File: src/rtl/mem_loader_pkg.sv
// mem_loader_pkg: shared constants for the byte-stream memory loader.
//   - FSM state encodings (HDR_ADDR, HDR_LEN, DATA, WRITE, DONE)
//   - HDR_FIELD_BYTES: width in bytes of each little-endian header field
//   - addr_width(): word-address width for a given memory depth
package mem_loader_pkg;

  localparam int HDR_FIELD_BYTES = 4;

  localparam logic [2:0] HDR_ADDR = 3'd0;
  localparam logic [2:0] HDR_LEN  = 3'd1;
  localparam logic [2:0] DATA     = 3'd2;
  localparam logic [2:0] WRITE    = 3'd3;
  localparam logic [2:0] DONE     = 3'd4;

  // Clamped to 1 so a single-word memory still gets a legal port width.
  function automatic int addr_width(input int memsize);
    return (memsize > 1) ? $clog2(memsize) : 1;
  endfunction

endpackage

File: src/rtl/mem_loader_byte_packer.sv
// byte_packer: WORDSIZE-byte little-endian shift register.
//   clock, reset_n : clock / synchronous active-low reset
//   push           : accept byte_in this cycle
//   byte_in        : incoming stream byte
//   word_nxt       : assembled word including byte_in (valid when last=1)
//   last           : push of the final byte of a word (word complete)
// Bytes shift in from the top so the first byte of a word lands in [7:0].
module byte_packer #(
  parameter int WORDSIZE = 4
) (
  input  logic                    clock,
  input  logic                    reset_n,
  input  logic                    push,
  input  logic [7:0]              byte_in,
  output logic [WORDSIZE*8-1:0]   word_nxt,
  output logic                    last
);

  localparam int IW = (WORDSIZE > 1) ? $clog2(WORDSIZE) : 1;

  logic [IW-1:0] idx;

  assign last = push && (idx == IW'(WORDSIZE - 1));

  always_ff @(posedge clock) begin
    if (!reset_n)  idx <= '0;
    else if (push) idx <= last ? '0 : idx + 1'b1;
  end

  generate
    if (WORDSIZE == 1) begin : g_single
      assign word_nxt = byte_in;
    end else begin : g_shift
      logic [WORDSIZE*8-1:0] word_q;
      assign word_nxt = {byte_in, word_q[WORDSIZE*8-1:8]};
      always_ff @(posedge clock) begin
        if (!reset_n)  word_q <= '0;
        else if (push) word_q <= word_nxt;
      end
    end
  endgenerate

endmodule

File: src/rtl/mem_loader.sv
// mem_loader: framed byte stream -> memory write port.
// Frame: 4-byte LE base word address, 4-byte LE word count N, N*WORDSIZE
// payload bytes (LE words). Drives an external generic_mem write port.
//   clock, reset_n : clock / synchronous active-low reset
//   in_data/in_valid/in_ready : byte stream handshake
//   write_en, address, data_o : memory write port (one cycle per word)
//   busy : frame in progress (after first header byte through DONE)
//   done : one-cycle pulse at frame completion
// All outputs are registered; they are computed from the next state.
module mem_loader
  import mem_loader_pkg::*;
#(
  parameter  int WORDSIZE = 4,
  parameter  int MEMSIZE  = 32 * 1024,
  localparam int AW       = addr_width(MEMSIZE)
) (
  input  logic                  clock,
  input  logic                  reset_n,
  input  logic [7:0]            in_data,
  input  logic                  in_valid,
  output logic                  in_ready,
  output logic                  write_en,
  output logic [AW-1:0]         address,
  output logic [WORDSIZE*8-1:0] data_o,
  output logic                  busy,
  output logic                  done
);

  logic [2:0]  state_q, state_d;
  logic [AW-1:0] ptr_q;
  logic [31:0] rem_q;

  logic accept, hdr_push, data_push, hdr_last, data_last;
  logic [HDR_FIELD_BYTES*8-1:0] hdr_word;
  logic [WORDSIZE*8-1:0]        data_word;

  assign accept    = in_valid && in_ready;
  assign hdr_push  = accept && ((state_q == HDR_ADDR) || (state_q == HDR_LEN));
  assign data_push = accept && (state_q == DATA);

  // One packer serves both header fields; its index wraps after each field.
  byte_packer #(.WORDSIZE(HDR_FIELD_BYTES)) u_hdr_packer (
    .clock    (clock),
    .reset_n  (reset_n),
    .push     (hdr_push),
    .byte_in  (in_data),
    .word_nxt (hdr_word),
    .last     (hdr_last)
  );

  byte_packer #(.WORDSIZE(WORDSIZE)) u_data_packer (
    .clock    (clock),
    .reset_n  (reset_n),
    .push     (data_push),
    .byte_in  (in_data),
    .word_nxt (data_word),
    .last     (data_last)
  );

  always_comb begin
    state_d = state_q;
    case (state_q)
      HDR_ADDR: if (hdr_last)  state_d = HDR_LEN;
      HDR_LEN:  if (hdr_last)  state_d = (hdr_word != '0) ? DATA : DONE;
      DATA:     if (data_last) state_d = WRITE;
      WRITE:    state_d = (rem_q > 32'd1) ? DATA : DONE;
      DONE:     state_d = HDR_ADDR;
      default:  state_d = HDR_ADDR;
    endcase
  end

  always_ff @(posedge clock) begin
    if (!reset_n) begin
      state_q  <= HDR_ADDR;
      ptr_q    <= '0;
      rem_q    <= '0;
      in_ready <= 1'b0;
      write_en <= 1'b0;
      address  <= '0;
      data_o   <= '0;
      busy     <= 1'b0;
      done     <= 1'b0;
    end else begin
      state_q  <= state_d;
      in_ready <= (state_d == HDR_ADDR) || (state_d == HDR_LEN) || (state_d == DATA);
      write_en <= (state_d == WRITE);
      done     <= (state_d == DONE);
      // Stays high while still in HDR_ADDR once the first byte has arrived;
      // drops when DONE hands back to HDR_ADDR.
      busy     <= (state_d != HDR_ADDR) || ((state_q == HDR_ADDR) && (hdr_push || busy));

      if ((state_q == HDR_ADDR) && hdr_last) ptr_q <= hdr_word[AW-1:0];
      if ((state_q == HDR_LEN)  && hdr_last) rem_q <= hdr_word;

      // Latch the write port on entry to WRITE so it is stable all cycle.
      if (data_last) begin
        data_o  <= data_word;
        address <= ptr_q;
      end

      if (state_q == WRITE) begin
        ptr_q <= ptr_q + 1'b1;   // wraps modulo 2^AW
        rem_q <= rem_q - 32'd1;
      end
    end
  end

endmodule

File: config.mk
export PLATFORM = sky130hd
export DESIGN_NAME = mem_loader
export DESIGN_NICKNAME = d
export VERILOG_FILES = /design/src/rtl/mem_loader_pkg.sv /design/src/rtl/mem_loader_byte_packer.sv /design/src/rtl/mem_loader.sv
export SDC_FILE = /design/constraint.sdc
export NUM_CORES = 1
export LEC_CHECK = 0
export ABC_AREA = 1
export CAP_MARGIN = 15
export CORE_AREA = 2 2 153 155
export CTS_BUF_LIST = sky130_fd_sc_hd__clkbuf_4
export CTS_CLUSTER_SIZE = 16
export DETAILED_ROUTE_END_ITERATION = 10
export DIE_AREA = 0 0 155 157
export PLACE_DENSITY_LB_ADDON = 0.15
export SYNTH_ARGS = -nofsm -noshare
export SYNTH_HDL_FRONTEND = slang
export SYNTH_HIERARCHICAL = 1
export SYNTH_SLANG_ARGS = --single-unit
export TNS_END_PERCENT = 50
File: constraint.sdc
create_clock -name clock -period 4.7 [get_ports clock]
set_clock_uncertainty 0.1 [all_clocks]
set_input_delay 0.705 -clock clock [delete_from_list [all_inputs] [get_ports clock]]
set_output_delay 0.705 -clock clock [all_outputs]
set_load 0.02 [all_outputs]
==> results of run 1 <==
## area by class of cell
cell class	instances	area (µm²)
Inverter	95	371.6
Tap cell	285	356.6
Multi-Input combinational cell	785	3681
Antenna cell	3	7.507
Clock inverter	15	226.5
Sequential cell	153	3063
Timing Repair Buffer	68	658.1
Fill cell	2448	14010
Clock buffer	17	127.6
## through the flow
| stage | total power [W] | hold slack, ns | setup WS (ns) |
|---|---|---|---|
| after floorplan | 0.001436 | 0.3495 | 2.306 |
| after global placement | 0.001471 | 0.3686 | 1.361 |
| after detailed placement | 0.001470 | 0.3726 | 1.344 |
| after CTS | 0.002480 | 0.3951 | 1.944 |
| after global routing | 0.002541 | 0.4069 | 1.682 |
| final | 0.002445 | 0.3923 | 1.936 |
## cell usage after synthesis
master,number
sky130_fd_sc_hd__a211oi_1,1
sky130_fd_sc_hd__a211oi_2,1
sky130_fd_sc_hd__a21boi_0,1
sky130_fd_sc_hd__a21oi_1,42
sky130_fd_sc_hd__a21oi_2,3
sky130_fd_sc_hd__a311oi_1,1
sky130_fd_sc_hd__a31oi_1,17
sky130_fd_sc_hd__a32oi_1,1
sky130_fd_sc_hd__and2_1,1
sky130_fd_sc_hd__buf_12,4
sky130_fd_sc_hd__buf_2,8
sky130_fd_sc_hd__buf_4,24
sky130_fd_sc_hd__buf_6,7
sky130_fd_sc_hd__clkbuf_1,19
sky130_fd_sc_hd__clkinv_1,2
sky130_fd_sc_hd__dfxtp_1,153
sky130_fd_sc_hd__ha_1,5
sky130_fd_sc_hd__inv_1,85
sky130_fd_sc_hd__inv_2,6
sky130_fd_sc_hd__inv_8,2
sky130_fd_sc_hd__nand2_1,198
sky130_fd_sc_hd__nand2_2,6
sky130_fd_sc_hd__nand2_4,2
sky130_fd_sc_hd__nand3_1,41
sky130_fd_sc_hd__nand3_2,1
sky130_fd_sc_hd__nand3b_1,2
sky130_fd_sc_hd__nand4_1,7
sky130_fd_sc_hd__nand4_4,1
sky130_fd_sc_hd__nor2_1,243
sky130_fd_sc_hd__nor2_2,44
sky130_fd_sc_hd__nor2_4,6
sky130_fd_sc_hd__nor3_1,8
sky130_fd_sc_hd__nor3_4,1
sky130_fd_sc_hd__o211ai_1,4
sky130_fd_sc_hd__o21ai_0,115
sky130_fd_sc_hd__o21ai_1,18
sky130_fd_sc_hd__o22ai_1,8
sky130_fd_sc_hd__xor2_1,7
## final timing paths
path	startpoint	to	cells after the start
setup / recovery	state_q[1]$_SDFF_PN0_	rem_q[16]$_SDFFE_PN0P_	10
hold / removal	u_data_packer/idx[0]$_SDFFE_PN0P_	u_data_packer/idx[0]$_SDFFE_PN0P_	2
setup reg to reg	state_q[1]$_SDFF_PN0_	rem_q[16]$_SDFFE_PN0P_	10
hold reg to reg	u_data_packer/idx[0]$_SDFFE_PN0P_	u_data_packer/idx[0]$_SDFFE_PN0P_	2
## critical path: stages (launching register included)
cell and delay, ns:
sky130_fd_sc_hd__dfxtp_1 0.43, sky130_fd_sc_hd__inv_2 0.09, sky130_fd_sc_hd__nor2_4 0.11, sky130_fd_sc_hd__nand2_2 0.46, sky130_fd_sc_hd__inv_2 0.50, sky130_fd_sc_hd__buf_4 0.43, sky130_fd_sc_hd__nand4_1 0.20, sky130_fd_sc_hd__nand3_1 0.12
sky130_fd_sc_hd__o211ai_1 0.09, sky130_fd_sc_hd__nand2_1 0.06, sky130_fd_sc_hd__inv_1 0.05
## metal layers
layer | routed length (µm) | vias up
met5 | 0 | -
met4 | 255 | 0
met3 | 709 | 16
met2 | 9864 | 114
met1 | 10770 | 3138
li1 | - | 3556
## sequential cells by signal (all words and copies together) (netlist names)
name and count:
data_o 32, rem_q 32, u_data_packer/g_shift.word_q 24, u_hdr_packer/g_shift.word_q 24
address 15, ptr_q 15, state_q 3, u_data_packer/idx 2
u_hdr_packer/idx 2, busy 1, done 1, in_ready 1
write_en 1
## power by group
part	switching (W)	leakage (nW)	internal (W)
clock	0.000557	0.190	0.000447
sequential	0.0000187	1.24	0.00131
combinational	0.0000740	2.31	0.0000342
total	0.000650	3.74	0.00180
## kinds of logic (layout without fill, tap and decap cells)
| family | count (synthesis) | count (layout) | synth area share [%] |
|---|---|---|---|
| other | 0 | 3 | 0 |
| AOI/OAI and AO/OA | 212 | 212 | 15.00 |
| DFF | 153 | 153 | 40.52 |
| and+or+nand+nor | 561 | 561 | 31.96 |
| adders and majority gates | 5 | 5 | 0.8277 |
| xor gates and xnor gates | 7 | 7 | 0.8111 |
| buffers and inverters | 157 | 195 | 10.88 |
==> qor.tcl, run 1 <==
set qor(drc) 0
set qor(clk-insertion-delay-late_ns) 0.57
set qor(place_inst) 1386
set qor(timing.critical_path.fanout_max) 34
set qor(synth_largest_area_cell) {sky130_fd_sc_hd__dfxtp_1}
set qor(min_period_ns) 2.764
set qor(finalSetupViolations) 0
set qor(status) {finished clean}
set qor(final-hold-violation-count) 0
set qor(clk_pin_slew_worst_paths_ns) 0.14
set qor(fmax_ghz) 0.3618
set qor(required_ns) 5.07
set qor(globalRouteOverflowTotal) 0
set qor(cts_buffer_depth) 2
set qor(drv_cap) 0
set qor(ios) 62
set qor(first_global_vias) 6649
set qor(synth_area_per_cell_um2) 6.903
set qor(post_cts_resize_count) 0
set qor(max-vdd-ir-drop_mv) 0.1399
set qor(timing.critical_path.from_type) {flip-flop}
set qor(power.leakage_nw) 3.742
set qor(grt_use_met1_pct) 24.74
set qor(drive_gt1_share_pct) 10.15
set qor(cts_hold_buf) 0
set qor(tightestPinTransition_ns) 1.040
set qor(cts_htree_levels) 4
set qor(root_buffer) {sky130_fd_sc_hd__clkbuf_4}
set qor(die_area_um2) 24340
set qor(hp-class) {reg -> reg}
set qor(place_area_um2) 8130
set qor(globalRoute.busiestLayer) {met2}
set qor(grt_util_met3_pct) 3.524
set qor(sum_of_net_half_perimeters_after_detailed_placement_um) 14790
set qor(period_utilisation_layout_pct) 58.81
set qor(viasPerCell) 4.802
set qor(drt-wirelength-per-cell_um) 15.20
set qor(yosysWarnings) 6
set qor(vias) 6824
set qor(kind_of_end_point_of_the_critical_path) {flip-flop}
set qor(reg2reg_slack_ns) 1.94
set qor(postSynthRegisterBits) 153
set qor(initial_core_util_pct) 33.59
set qor(ys_top_cells_by_area) {sky130_fd_sc_hd__dfxtp_1 41%, sky130_fd_sc_hd__nor2_1 12%, sky130_fd_sc_hd__nand2_1 9.8%}
set qor(numPortBuffers) 61
set qor(num-nets-final) 1136
set qor(setup_tns_ns) 0
set qor(finalMaxSlewViolations) 0
set qor(final-instance-count-excl-fill) 1421
set qor(sink_count) 153
set qor(die_w_um) 155
set qor(gr-usage-all-layers_pct) 18.27
set qor(cts_made_buffers) 17
set qor(mappedNetlistNets) 1111
set qor(critPathArrivalTime_ns) 3.14
set qor(wirelength_um) 21600
set qor(drt_pass1_iterations) 5
set qor(grt_pass1_wl_um) 35180
set qor(grt_max_degree) 110
set qor(critPathKind) {reg -> reg}
set qor(power_density_nw_per_um2) 287.9
set qor(synth-seq-area-share_pct) 40.52
set qor(leading_cell_types_in_the_layout_fill_and_taps_excluded) {242 x sky130_fd_sc_hd__nor2_1, 198 x sky130_fd_sc_hd__nand2_1, 153 x sky130_fd_sc_hd__dfxtp_1}
set qor(remaining_number_of_nets_flagged_by_the_antenna_check_after_routing) 0
set qor(core_area_um2) 22500
set qor(grt_setup_unrepaired) {false}
set qor(dieHeight_um) 157
set qor(final_design_area_no_fill_um2) 8492
set qor(finalWeightedCongestion) 0.8722
set qor(cts_post_setup_buffers_inserted) 0
set qor(synthesis.area_um2) 7558
set qor(maxSlewHeadroom_pct) 30.64
set qor(flow.area_growth_from_synthesis_pct) 12.35
set qor(met2_use_gr_pct) 30.05
set qor(ys_types) 38
set qor(area_share_of_the_largest_cell_type_after_synthesis_pct) 40.52
set qor(drt_iter0_drc) 499
set qor(syn_inst) 1095
set qor(row_count) 55
set qor(layout.cells.most_common) {sky130_fd_sc_hd__nor2_1}
set qor(grt_antenna_before_repair) 1
set qor(utilization_after_layout_pct) 37.74
set qor(cts_tree) {done}
(Power assumes the default switching activity.)
==> inputs of run 2 (changes only) <==
clock period = 2.8 ns   (was 4.7 ns; I/O delays follow)
==> run 2 against run 1 <==
Effect of this change: final area increased by 0.40%; worst setup slack worse by 1.4 ns; largest cell class unchanged; highest routed layer unchanged; critical endpoint unchanged; via count rose by 0.81%; first-iteration DRC count is 6.8% lower; register-to-register slack got worse by 1.4 ns.
==> qor.tcl, run 2 (synthesis gave the netlist of run 1 again) <==
set qor(status) {finished clean}
set qor(remaining_number_of_nets_flagged_by_the_antenna_check_after_routing) 0
set qor(first_global_vias) 6710
set qor(drive_gt1_share_pct) 11.09
set qor(period_utilisation_layout_pct) 79.88
set qor(rr_endpoint) {rem_q[16]$_SDFFE_PN0P_}
set qor(final-hold-violation-count) 0
set qor(ios) 62
set qor(sink_count) 153
set qor(flow.area_growth_from_synthesis_pct) 12.80
set qor(core_area_um2) 22500
set qor(row_count) 55
set qor(numPortBuffers) 61
set qor(globalRouteOverflowTotal) 0
set qor(path_cells) {inv_1 > ha_1 > nand2_1 > nor2_1 > nand4_1 > o211ai_1 > nand2_1 > inv_1}
set qor(post_cts_resize_count) 0
set qor(layout.cells.most_common) {sky130_fd_sc_hd__nor2_1}
set qor(min_period_ns) 2.237
set qor(reg2reg_slack_ns) 0.56
set qor(reg2regPathDepth) 8
set qor(launching_element_of_the_worst_setup_path) {rem_q[1]$_SDFFE_PN0P_}
set qor(power.leakage_nw) 3.762
set qor(wirelength_um) 21940
set qor(hp-class) {in -> reg}
set qor(setup_tns_ns) 0
set qor(drt_iter0_drc) 465
set qor(timing.critical_path.from_type) {flip-flop}
set qor(max_stage_delay_ns) 0.42
set qor(drc) 0
set qor(die_w_um) 155
set qor(root_buffer) {sky130_fd_sc_hd__clkbuf_4}
set qor(fmax_ghz) 0.4471
set qor(cts_buffer_depth) 2
set qor(netSwitchingPower_w) 0.001134
set qor(max-vdd-ir-drop_mv) 0.2309
set qor(cts_tree) {done}
set qor(critPathKind) {reg -> reg}
set qor(timing.final.ws_setup_ns) 0.5633
set qor(dieHeight_um) 157
set qor(critPathArrivalTime_ns) 2.66
set qor(required_ns) 3.22
set qor(clk_pin_slew_worst_paths_ns) 0.16
set qor(grt_setup_unrepaired) {false}
set qor(num-fill-cells) 2450
set qor(drt-wirelength-per-cell_um) 15.33
set qor(kind_of_end_point_of_the_critical_path) {flip-flop}
set qor(grt_max_degree) 110
set qor(biggestRegsByFlops) {data_o: 32 flops, rem_q: 32 flops}
set qor(cts_made_buffers) 17
set qor(viasPerCell) 4.807
set qor(die_area_um2) 24340
set qor(tightestPinTransition_ns) 0.9915
set qor(cts_htree_levels) 4
set qor(grt_pass1_wl_um) 35960
set qor(power_density_nw_per_um2) 447.2
set qor(multiInputGateArea_um2) 3681
set qor(finalSetupViolations) 0
set qor(cts_post_setup_buffers_inserted) 0
set qor(leading_cell_types_in_the_layout_fill_and_taps_excluded) {242 x sky130_fd_sc_hd__nor2_1, 198 x sky130_fd_sc_hd__nand2_1, 153 x sky130_fd_sc_hd__dfxtp_1}
set qor(drv_cap) 0
set qor(initial_core_util_pct) 33.59
set qor(hold_end) {ptr_q[9]$_SDFFE_PN0P_}
set qor(drt_pass1_iterations) 5
set qor(cts_hold_buf) 0
set qor(maxSlewHeadroom_pct) 33.90
set qor(grt_antenna_before_repair) 1
set qor(num-nets-final) 1148
set qor(vias) 6879
set qor(dpl_worst_slack_ns) 0.2748
set qor(sum_of_net_half_perimeters_after_detailed_placement_um) 15260
set qor(finalWeightedCongestion) 0.8724
set qor(gr-usage-all-layers_pct) 18.69
set qor(critPathSlowestCell) {sky130_fd_sc_hd__nor2_1}
set qor(clk-insertion-delay-late_ns) 0.58
set qor(netSwitchingFraction_pct) 29.73
set qor(timing.critical_path.fanout_max) 6
set qor(worstHoldPathCells) 3
set qor(sequential_cell_area_um2) 3063
set qor(r2r_start) {rem_q[1]$_SDFFE_PN0P_}
set qor(finalMaxSlewViolations) 0
set qor(comb_power_share_pct) 5.0
set qor(timing.hold.worst.start) {reset_n}
set qor(sequentialPowerShare_pct) 58.7
set qor(cellInternalPower_w) 0.002679
set qor(clkPwrFrac_pct) 36.3
==> run 2: power by group through the flow <==
| stage | sequential [W] | combinational [W] | clock (W) |
|---|---|---|---|
| 6_report | 0.00224 | 0.000190 | 0.00138 |
| 5_1_grt | 0.00224 | 0.000215 | 0.00152 |
| 4_1_cts | 0.00224 | 0.000193 | 0.00144 |
| 3_5_place_dp | 0.00229 | 0.000193 | 0 |
| 3_3_place_gp | 0.00229 | 0.000193 | 0 |
| 2_1_floorplan | 0.00227 | 0.000137 | 0 |
==> run 2: worst max path at each step <==
stage | end | slack [ns] | cells after the start
2_1_floorplan | rem_q[17]$_SDFFE_PN0P_ | 0.65 | 13
3_3_place_gp | rem_q[21]$_SDFFE_PN0P_ | 0.29 | 12
3_5_place_dp | rem_q[21]$_SDFFE_PN0P_ | 0.27 | 12
4_1_cts | rem_q[16]$_SDFFE_PN0P_ | 0.56 | 8
5_1_grt | rem_q[16]$_SDFFE_PN0P_ | 0.40 | 8
6_report | rem_q[16]$_SDFFE_PN0P_ | 0.56 | 8
==> run 2: area by class of cell <==
cell class	count	area share (%)
Multi-Input combinational cell	785	43.18
Sequential cell	153	35.93
Timing Repair Buffer	80	9.070
Inverter	95	4.359
Tap cell	285	4.183
Clock inverter	15	1.761
Clock buffer	17	1.497
Antenna cell	1	0.02935
==> run 2: per-stage QoR <==
| step | hold slack [ns] | cell area [µm²] | cells | util, % | power, W |
|---|---|---|---|---|---|
| after floorplan | 0.3495 | 7559 | 1095 | - | 0.002411 |
| after global placement | 0.3695 | 8245 | 1398 | 36.64 | 0.002479 |
| after detailed placement | 0.3709 | 8245 | 1398 | 36.64 | 0.002478 |
| after CTS | 0.2961 | 8523 | 1430 | 37.88 | 0.003869 |
| after global routing | 0.3480 | 8526 | 1431 | 37.89 | 0.003977 |
| final | 0.3542 | 8526 | 1431 | 37.89 | 0.003813 |
==> run 2: worst max-delay path, delay by kind of cell, from the launching register on <==
family / cells / cell delay [ns]
buffers and inverters: 2 / 0.23
flip-flops: 1 / 0.33
AO/OA/AOI/OAI: 1 / 0.25
adder cells (fa/ha/maj): 1 / 0.33
AND/OR/NAND/NOR: 4 / 0.95
==> run 2: routing by layer <==
layer	track usage [%]	vias up	part of all wire [%]
met5	0	-	0
met4	4.894	0	1.1
met3	3.001	21	2.6
met2	31.07	98	47
met1	25.27	3178	50
li1	-	3582	-
